### src/rtl/wimax_pkg.sv
// Shared WiMAX PHY definitions: convolutional-code block sizes, generator
// polynomials and the encoder state type.
package wimax_pkg;

  localparam int unsigned CC_N_IN  = 96;
  localparam int unsigned CC_N_OUT = 2 * CC_N_IN;

  // Tap order is {u, s1, s2, s3, s4, s5, s6}, MSB first
  localparam logic [6:0] CC_G1 = 7'o171;
  localparam logic [6:0] CC_G2 = 7'o133;

  typedef enum logic [1:0] {
    FILL,
    ENCODE,
    HOLD
  } cc_state_t;

endpackage

### src/rtl/cc_core.sv
// K=7 convolutional core: 6-bit shift register with tail-biting preload and
// combinational X/Y outputs for the current input bit.
module cc_core
  import wimax_pkg::*;
(
  input  logic       clk,
  input  logic       resetN,
  input  logic       load,
  input  logic       shift,
  input  logic [5:0] tail,
  input  logic       u,
  output logic       x,
  output logic       y
);

  // sreg[5] holds s1 (previous bit), sreg[0] holds s6
  logic [5:0] sreg;

  always_ff @(posedge clk or negedge resetN) begin
    if (!resetN) begin
      sreg <= '0;
    end else if (load) begin
      sreg <= tail;
    end else if (shift) begin
      sreg <= {u, sreg[5:1]};
    end
  end

  assign x = ^({u, sreg} & CC_G1);
  assign y = ^({u, sreg} & CC_G2);

endmodule

### src/rtl/fec_cc_encoder.sv
// Tail-biting rate-1/2 K=7 encoder: serial 96-bit fill, bit-serial encode,
// parallel 192-bit coded block. FEC_CC_PINGPONG_EN adds a second input buffer.
module fec_cc_encoder
  import wimax_pkg::*;
#(
  parameter  int unsigned N_IN  = CC_N_IN,
  localparam int unsigned N_OUT = N_IN * (CC_N_OUT / CC_N_IN)
) (
  input  logic             clk,
  input  logic             resetN,
  input  logic             data_in,
  input  logic             data_in_valid,
  output logic             data_in_ready,
  output logic [N_OUT-1:0] data_out,
  output logic             data_out_valid,
  input  logic             data_out_ready
);

  localparam int unsigned     CW   = $clog2(N_IN);
  localparam logic [CW-1:0]   LAST = CW'(N_IN - 1);

  cc_state_t       state;
  logic [CW-1:0]   wr_cnt;
  logic [CW-1:0]   enc_cnt;
  logic [CW:0]     pos;
  logic            primed;
  logic            take;
  logic            last_in;
  logic            hold_done;
  logic [N_IN-1:0] enc_word;
  logic [5:0]      load_tail;
  logic            core_load;
  logic            core_shift;
  logic            x_bit;
  logic            y_bit;

  assign take      = data_in_valid && data_in_ready;
  assign last_in   = take && (wr_cnt == LAST);
  assign hold_done = (state == HOLD) && data_out_ready;
  assign pos       = {enc_cnt, 1'b0};

`ifdef FEC_CC_PINGPONG_EN
  logic [N_IN-1:0] ubuf [2];
  logic [1:0]      full;
  logic            wr_sel;
  logic            rd_sel;

  assign data_in_ready = !(&full);
  assign enc_word      = ubuf[rd_sel];

  always_ff @(posedge clk or negedge resetN) begin
    if (!resetN) begin
      ubuf   <= '{default: '0};
      full   <= '0;
      wr_sel <= 1'b0;
      rd_sel <= 1'b0;
      wr_cnt <= '0;
    end else begin
      if (take) begin
        ubuf[wr_sel][wr_cnt] <= data_in;
        if (last_in) begin
          wr_cnt       <= '0;
          full[wr_sel] <= 1'b1;
          wr_sel       <= ~wr_sel;
        end else begin
          wr_cnt <= wr_cnt + 1'b1;
        end
      end
      // The held buffer is never the one being filled, so these never collide
      if (hold_done) begin
        full[rd_sel] <= 1'b0;
        if (full[~rd_sel] || last_in) rd_sel <= ~rd_sel;
      end else if (state == FILL && last_in) begin
        rd_sel <= wr_sel;
      end
    end
  end
`else
  logic [N_IN-1:0] ubuf;

  assign data_in_ready = (state == FILL);
  assign enc_word      = ubuf;

  always_ff @(posedge clk or negedge resetN) begin
    if (!resetN) begin
      ubuf   <= '0;
      wr_cnt <= '0;
    end else if (take) begin
      ubuf[wr_cnt] <= data_in;
      wr_cnt       <= last_in ? '0 : wr_cnt + 1'b1;
    end
  end
`endif

  // A buffer already full at HOLD exit is preloaded on that same edge,
  // skipping the separate preload cycle so blocks can run back to back.
  always_comb begin
    core_load  = 1'b0;
    core_shift = 1'b0;
    load_tail  = enc_word[N_IN-1 -: 6];
    if (state == ENCODE) begin
      core_load  = !primed;
      core_shift = primed;
    end
`ifdef FEC_CC_PINGPONG_EN
    if (hold_done && full[~rd_sel]) begin
      core_load = 1'b1;
      load_tail = ubuf[~rd_sel][N_IN-1 -: 6];
    end
`endif
  end

  cc_core u_core (
    .clk    (clk),
    .resetN (resetN),
    .load   (core_load),
    .shift  (core_shift),
    .tail   (load_tail),
    .u      (enc_word[enc_cnt]),
    .x      (x_bit),
    .y      (y_bit)
  );

  always_ff @(posedge clk or negedge resetN) begin
    if (!resetN) begin
      state          <= FILL;
      enc_cnt        <= '0;
      primed         <= 1'b0;
      data_out       <= '0;
      data_out_valid <= 1'b0;
    end else begin
      case (state)
        FILL: begin
          if (last_in) begin
            state   <= ENCODE;
            enc_cnt <= '0;
            primed  <= 1'b0;
          end
        end
        ENCODE: begin
          if (!primed) begin
            primed <= 1'b1;
          end else begin
            data_out[pos +: 2] <= {y_bit, x_bit};
            if (enc_cnt == LAST) begin
              state          <= HOLD;
              data_out_valid <= 1'b1;
            end else begin
              enc_cnt <= enc_cnt + 1'b1;
            end
          end
        end
        HOLD: begin
          if (data_out_ready) begin
            data_out_valid <= 1'b0;
            enc_cnt        <= '0;
`ifdef FEC_CC_PINGPONG_EN
            if (full[~rd_sel]) begin
              state  <= ENCODE;
              primed <= 1'b1;
            end else if (last_in) begin
              state  <= ENCODE;
              primed <= 1'b0;
            end else begin
              state <= FILL;
            end
`else
            state <= FILL;
`endif
          end
        end
        default: state <= FILL;
      endcase
    end
  end

endmodule

### config.mk
export PLATFORM = sky130hd
export DESIGN_NAME = fec_cc_encoder
export DESIGN_NICKNAME = d
export VERILOG_FILES = /design/src/rtl/wimax_pkg.sv /design/src/rtl/cc_core.sv /design/src/rtl/fec_cc_encoder.sv
export SDC_FILE = /design/constraint.sdc
export NUM_CORES = 1
export LEC_CHECK = 0
export ABC_AREA = 1
export CAP_MARGIN = 20
export CORE_ASPECT_RATIO = 1.5
export CORE_MARGIN = 10
export CORE_UTILIZATION = 59
export CTS_CLUSTER_SIZE = 14
export DETAILED_ROUTE_END_ITERATION = 6
export MAX_ROUTING_LAYER = met4
export PLACE_DENSITY = 0.9
export SYNTH_ARGS = -nofsm -noshare
export SYNTH_HDL_FRONTEND = slang
export SYNTH_SLANG_ARGS = --single-unit
export TNS_END_PERCENT = 30
### constraint.sdc
create_clock -name clk -period 9.24 [get_ports clk]
set_clock_uncertainty 0.2 [all_clocks]
set_input_delay 1.848 -clock clk [delete_from_list [all_inputs] [get_ports clk]]
set_output_delay 1.848 -clock clk [all_outputs]
set_load 0.005 [all_outputs]
==> impl_metrics.env <==
export IMPL_place_congestion=0.918
export IMPL_hpwlAfterDp_mm=29.5
export IMPL_synth_cells=1665
export IMPL_start_kind="register"
export IMPL_endpoint_kind="register"
export IMPL_wl_per_cell_um=19.5
export IMPL_start_util=0.594
export IMPL_rsz0062_at_grt="no"
export IMPL_seqPwrFrac=0.395
export IMPL_leakagePower_nw=7.63
export IMPL_slew_headroom=0.268
export IMPL_worstMarginPinSlew_ns=1.10
export IMPL_combinationalPowerShare=0.378
export IMPL_yosys_cell_types_count=35
export IMPL_cpMostUsedCell="nand2_1"
export IMPL_hold_path_endpoint="data_out[60]"
export IMPL_postSynthAreaPerCell_um2=8.41
export IMPL_cp_cell_sequence="buf_4 > inv_1 > buf_4 > nand2_1 > nand3_1 > nand2_1 > nand2_1 > nand2_1 > inv_1 > nand2_1 > nand2_1 > nand2_1 > nor2_1 > nand2_1 > nand3_1 > nand2_1 > nor3_1 > nand3_1 > a21oi_1"
export IMPL_row_count=69
export IMPL_cts_tree="yes"
export IMPL_synth_top_cell_area_share=0.558
export IMPL_coreArea_um2=23600
export IMPL_power_net_switching_mw=1.87
export IMPL_status="finished clean"
export IMPL_grt_ovfl_total=0
export IMPL_reg2reg_depth=19
export IMPL_grtUsageMet2=0.479
export IMPL_fmax_mhz=211
export IMPL_maxCapViolations=0
export IMPL_post_cts_buffers=0
export IMPL_worstHoldStart="data_out[60]"
export IMPL_hold_depth=1
export IMPL_cts_buffer_depth=3
export IMPL_cp_slowest_stage_delay_ns=0.81
export IMPL_peakVddDrop_v=0.000262
export IMPL_numCtsBuffers=27
export IMPL_drive_above_1_share=0.0315
export IMPL_final_common_cell="nor2_1"
export IMPL_synth_seq_area_share=0.558
export IMPL_drc=0
export IMPL_yosys_top_cells_area="dfrtp_1 (56%), nor2_1 (8.8%), a21oi_1 (7.0%), nand2_1 (7.0%), inv_1 (4.1%)"
export IMPL_period_needed_ns=4.73
export IMPL_boundaryPins=199
export IMPL_n_antenna_cell=0
export IMPL_die_area_um2=30400
export IMPL_grt_max_degree=166
export IMPL_met1_usage=0.289
export IMPL_syn2layout_area_growth_pct=21.2
export IMPL_r2r_setup_slack_ns=4.51
export IMPL_die_y_um=209
export IMPL_ant_nets=0
export IMPL_yosysWarnings=0
export IMPL_clk_pin_slew_ns=0.07
export IMPL_worstPathArrival_ns=4.97
export IMPL_slowest_stage="nor3_1"
export IMPL_layout_common_cells="nor2_1 (326), dfrtp_1 (312), nand2_1 (260)"
export IMPL_cts_max_level=1
export IMPL_internal_power_mw=2.68
export IMPL_p_per_area_nw_per_um2=268
export IMPL_routed_wl_mm=42.2
export IMPL_grt_pass1_vias=12700
export IMPL_synth_top_cell_by_area="dfrtp_1"
export IMPL_cts_sinks=312
export IMPL_synth_area_um2=14000
export IMPL_power_mw=4.55
export IMPL_fillers=1624
export IMPL_holdCritPathClass="register to register"
export IMPL_met3_usage=0.0476
export IMPL_routed_via_density=5.96
export IMPL_required_ns=9.48
export IMPL_critPathMaxFanout=60
export IMPL_clockRootBuffer="clkbuf_16"
export IMPL_synth_seq_cells=312
export IMPL_crit_family="simple AND/OR/NAND/NOR gates"
export IMPL_clock_latency_ns=0.53
export IMPL_drv_slew=0
export IMPL_nets=1843
export IMPL_fin_crit_sh=0.512
export IMPL_routed_via_count=12900
export IMPL_die_w_um=146
export IMPL_postCtsHoldBufs=0
export IMPL_grt_pass1_wl_mm=67.2
export IMPL_antenna_found_initial=0
export IMPL_timing_rr_start="enc_cnt[0]"
export IMPL_setup_viol=0
export IMPL_grt_usage=0.275
export IMPL_setup_slack_ns=4.51
export IMPL_syn_num_nets=1676
export IMPL_critPathBufInv=4
export IMPL_hold_viol=0
export IMPL_cts_resized=0
export IMPL_io_buffers=198
export IMPL_final_setup_tns_ns=0
export IMPL_swShare=0.412
export IMPL_power_frac_clock=0.227
export IMPL_drtIter0Drc=1104
export IMPL_drt_first_pass_iters=6
export IMPL_worstSetupPathDepth=19
export IMPL_crit_type="register to register"
export IMPL_grt_busiest_layer="met2"
export IMPL_r2r_end="data_out[133]"
export IMPL_preCtsSetupSlack_ns=4.77
==> through the flow <==
step	utilization	hold WS, ns	std cells	area [um^2]
finish	0.720	0.290	2160	17000
global route	0.720	0.306	2160	17000
CTS	0.720	0.290	2160	17000
detailed placement	0.688	0.274	2122	16200
global placement	0.688	0.265	2122	16200
floorplan	-	0.252	1665	14000
==> registers in the layout, summed over array words and instances, names as in the netlist <==
signal          flops
u_core.sreg         6
wr_cnt              7
enc_cnt             7
data_out_valid      1
primed              1
state               2
enc_word           96
data_out          192
==> how the worst max path moves through the flow <==
stage                        startpoint       endpoint  slack [ns]
after floorplan           data_in_valid     enc_cnt[5]        5.61
after global placement    data_in_valid     enc_cnt[6]        4.88
after detailed placement  data_in_valid     enc_cnt[6]        4.77
after CTS                    enc_cnt[0]  data_out[133]        4.73
after global routing         enc_cnt[0]   data_out[93]        4.35
final                        enc_cnt[0]  data_out[133]        4.51
==> power by group through the flow <==
stage	registers (mW)	logic [mW]	clock network, mW
finish	1.80	1.72	1.03
global route	1.82	1.88	1.09
CTS	1.79	1.69	1.04
global placement	1.80	1.61	0
detailed placement	1.81	1.67	0
floorplan	1.77	1.13	0
==> metal layers <==
metal | up-vias | share of wire
met3 | 214 | 0.076
li1 | 5781 | -
met5 | - | 0
met4 | 0 | 0.065
met1 | 6133 | 0.34
met2 | 744 | 0.52
==> cells by family after synthesis <==
| logic type | Yosys count | synth area share |
|---|---|---|
| AO/OA/AOI/OAI | 380 | 0.146 |
| buffers and inverters | 231 | 0.0634 |
| flip-flops | 312 | 0.558 |
| multiplexers | 31 | 0.0222 |
| AND/OR/NAND/NOR | 697 | 0.200 |
| adder cells (fa/ha/maj) | 6 | 0.00536 |
| XOR/XNOR | 8 | 0.00554 |
==> cells in the mapped netlist <==
master / number
a211oi_1: 1
a21boi_0: 1
a21oi_1: 195
a221oi_1: 1
a22oi_1: 1
a31oi_1: 59
and3_1: 1
buf_1: 2
buf_2: 16
clkbuf_1: 52
clkinv_1: 6
dfrtp_1: 312
ha_1: 6
inv_1: 153
inv_2: 2
mux2i_1: 31
nand2_1: 260
nand3_1: 65
nand3b_1: 1
nand4_1: 16
nor2_1: 328
nor3_1: 18
nor3_2: 2
nor3_4: 1
nor3b_1: 1
nor4_1: 1
o211ai_1: 4
o21a_1: 16
o21ai_0: 100
o21ai_1: 1
o22ai_1: 1
or2_2: 3
xnor2_1: 2
xor2_1: 5
xor2_2: 1
==> layout make-up <==
cell class | count | area [um^2] | area share
inverters | 161 | 604 | 0.0356
flip-flops and latches | 312 | 7810 | 0.460
multi-input cells | 1122 | 5320 | 0.313
well taps | 319 | 399 | 0.0235
repair buffers | 208 | 2070 | 0.122
clock buffers | 35 | 746 | 0.0439
clock inverters | 3 | 18.8 | 0.00111
Power figures use the tool's default switching activity.
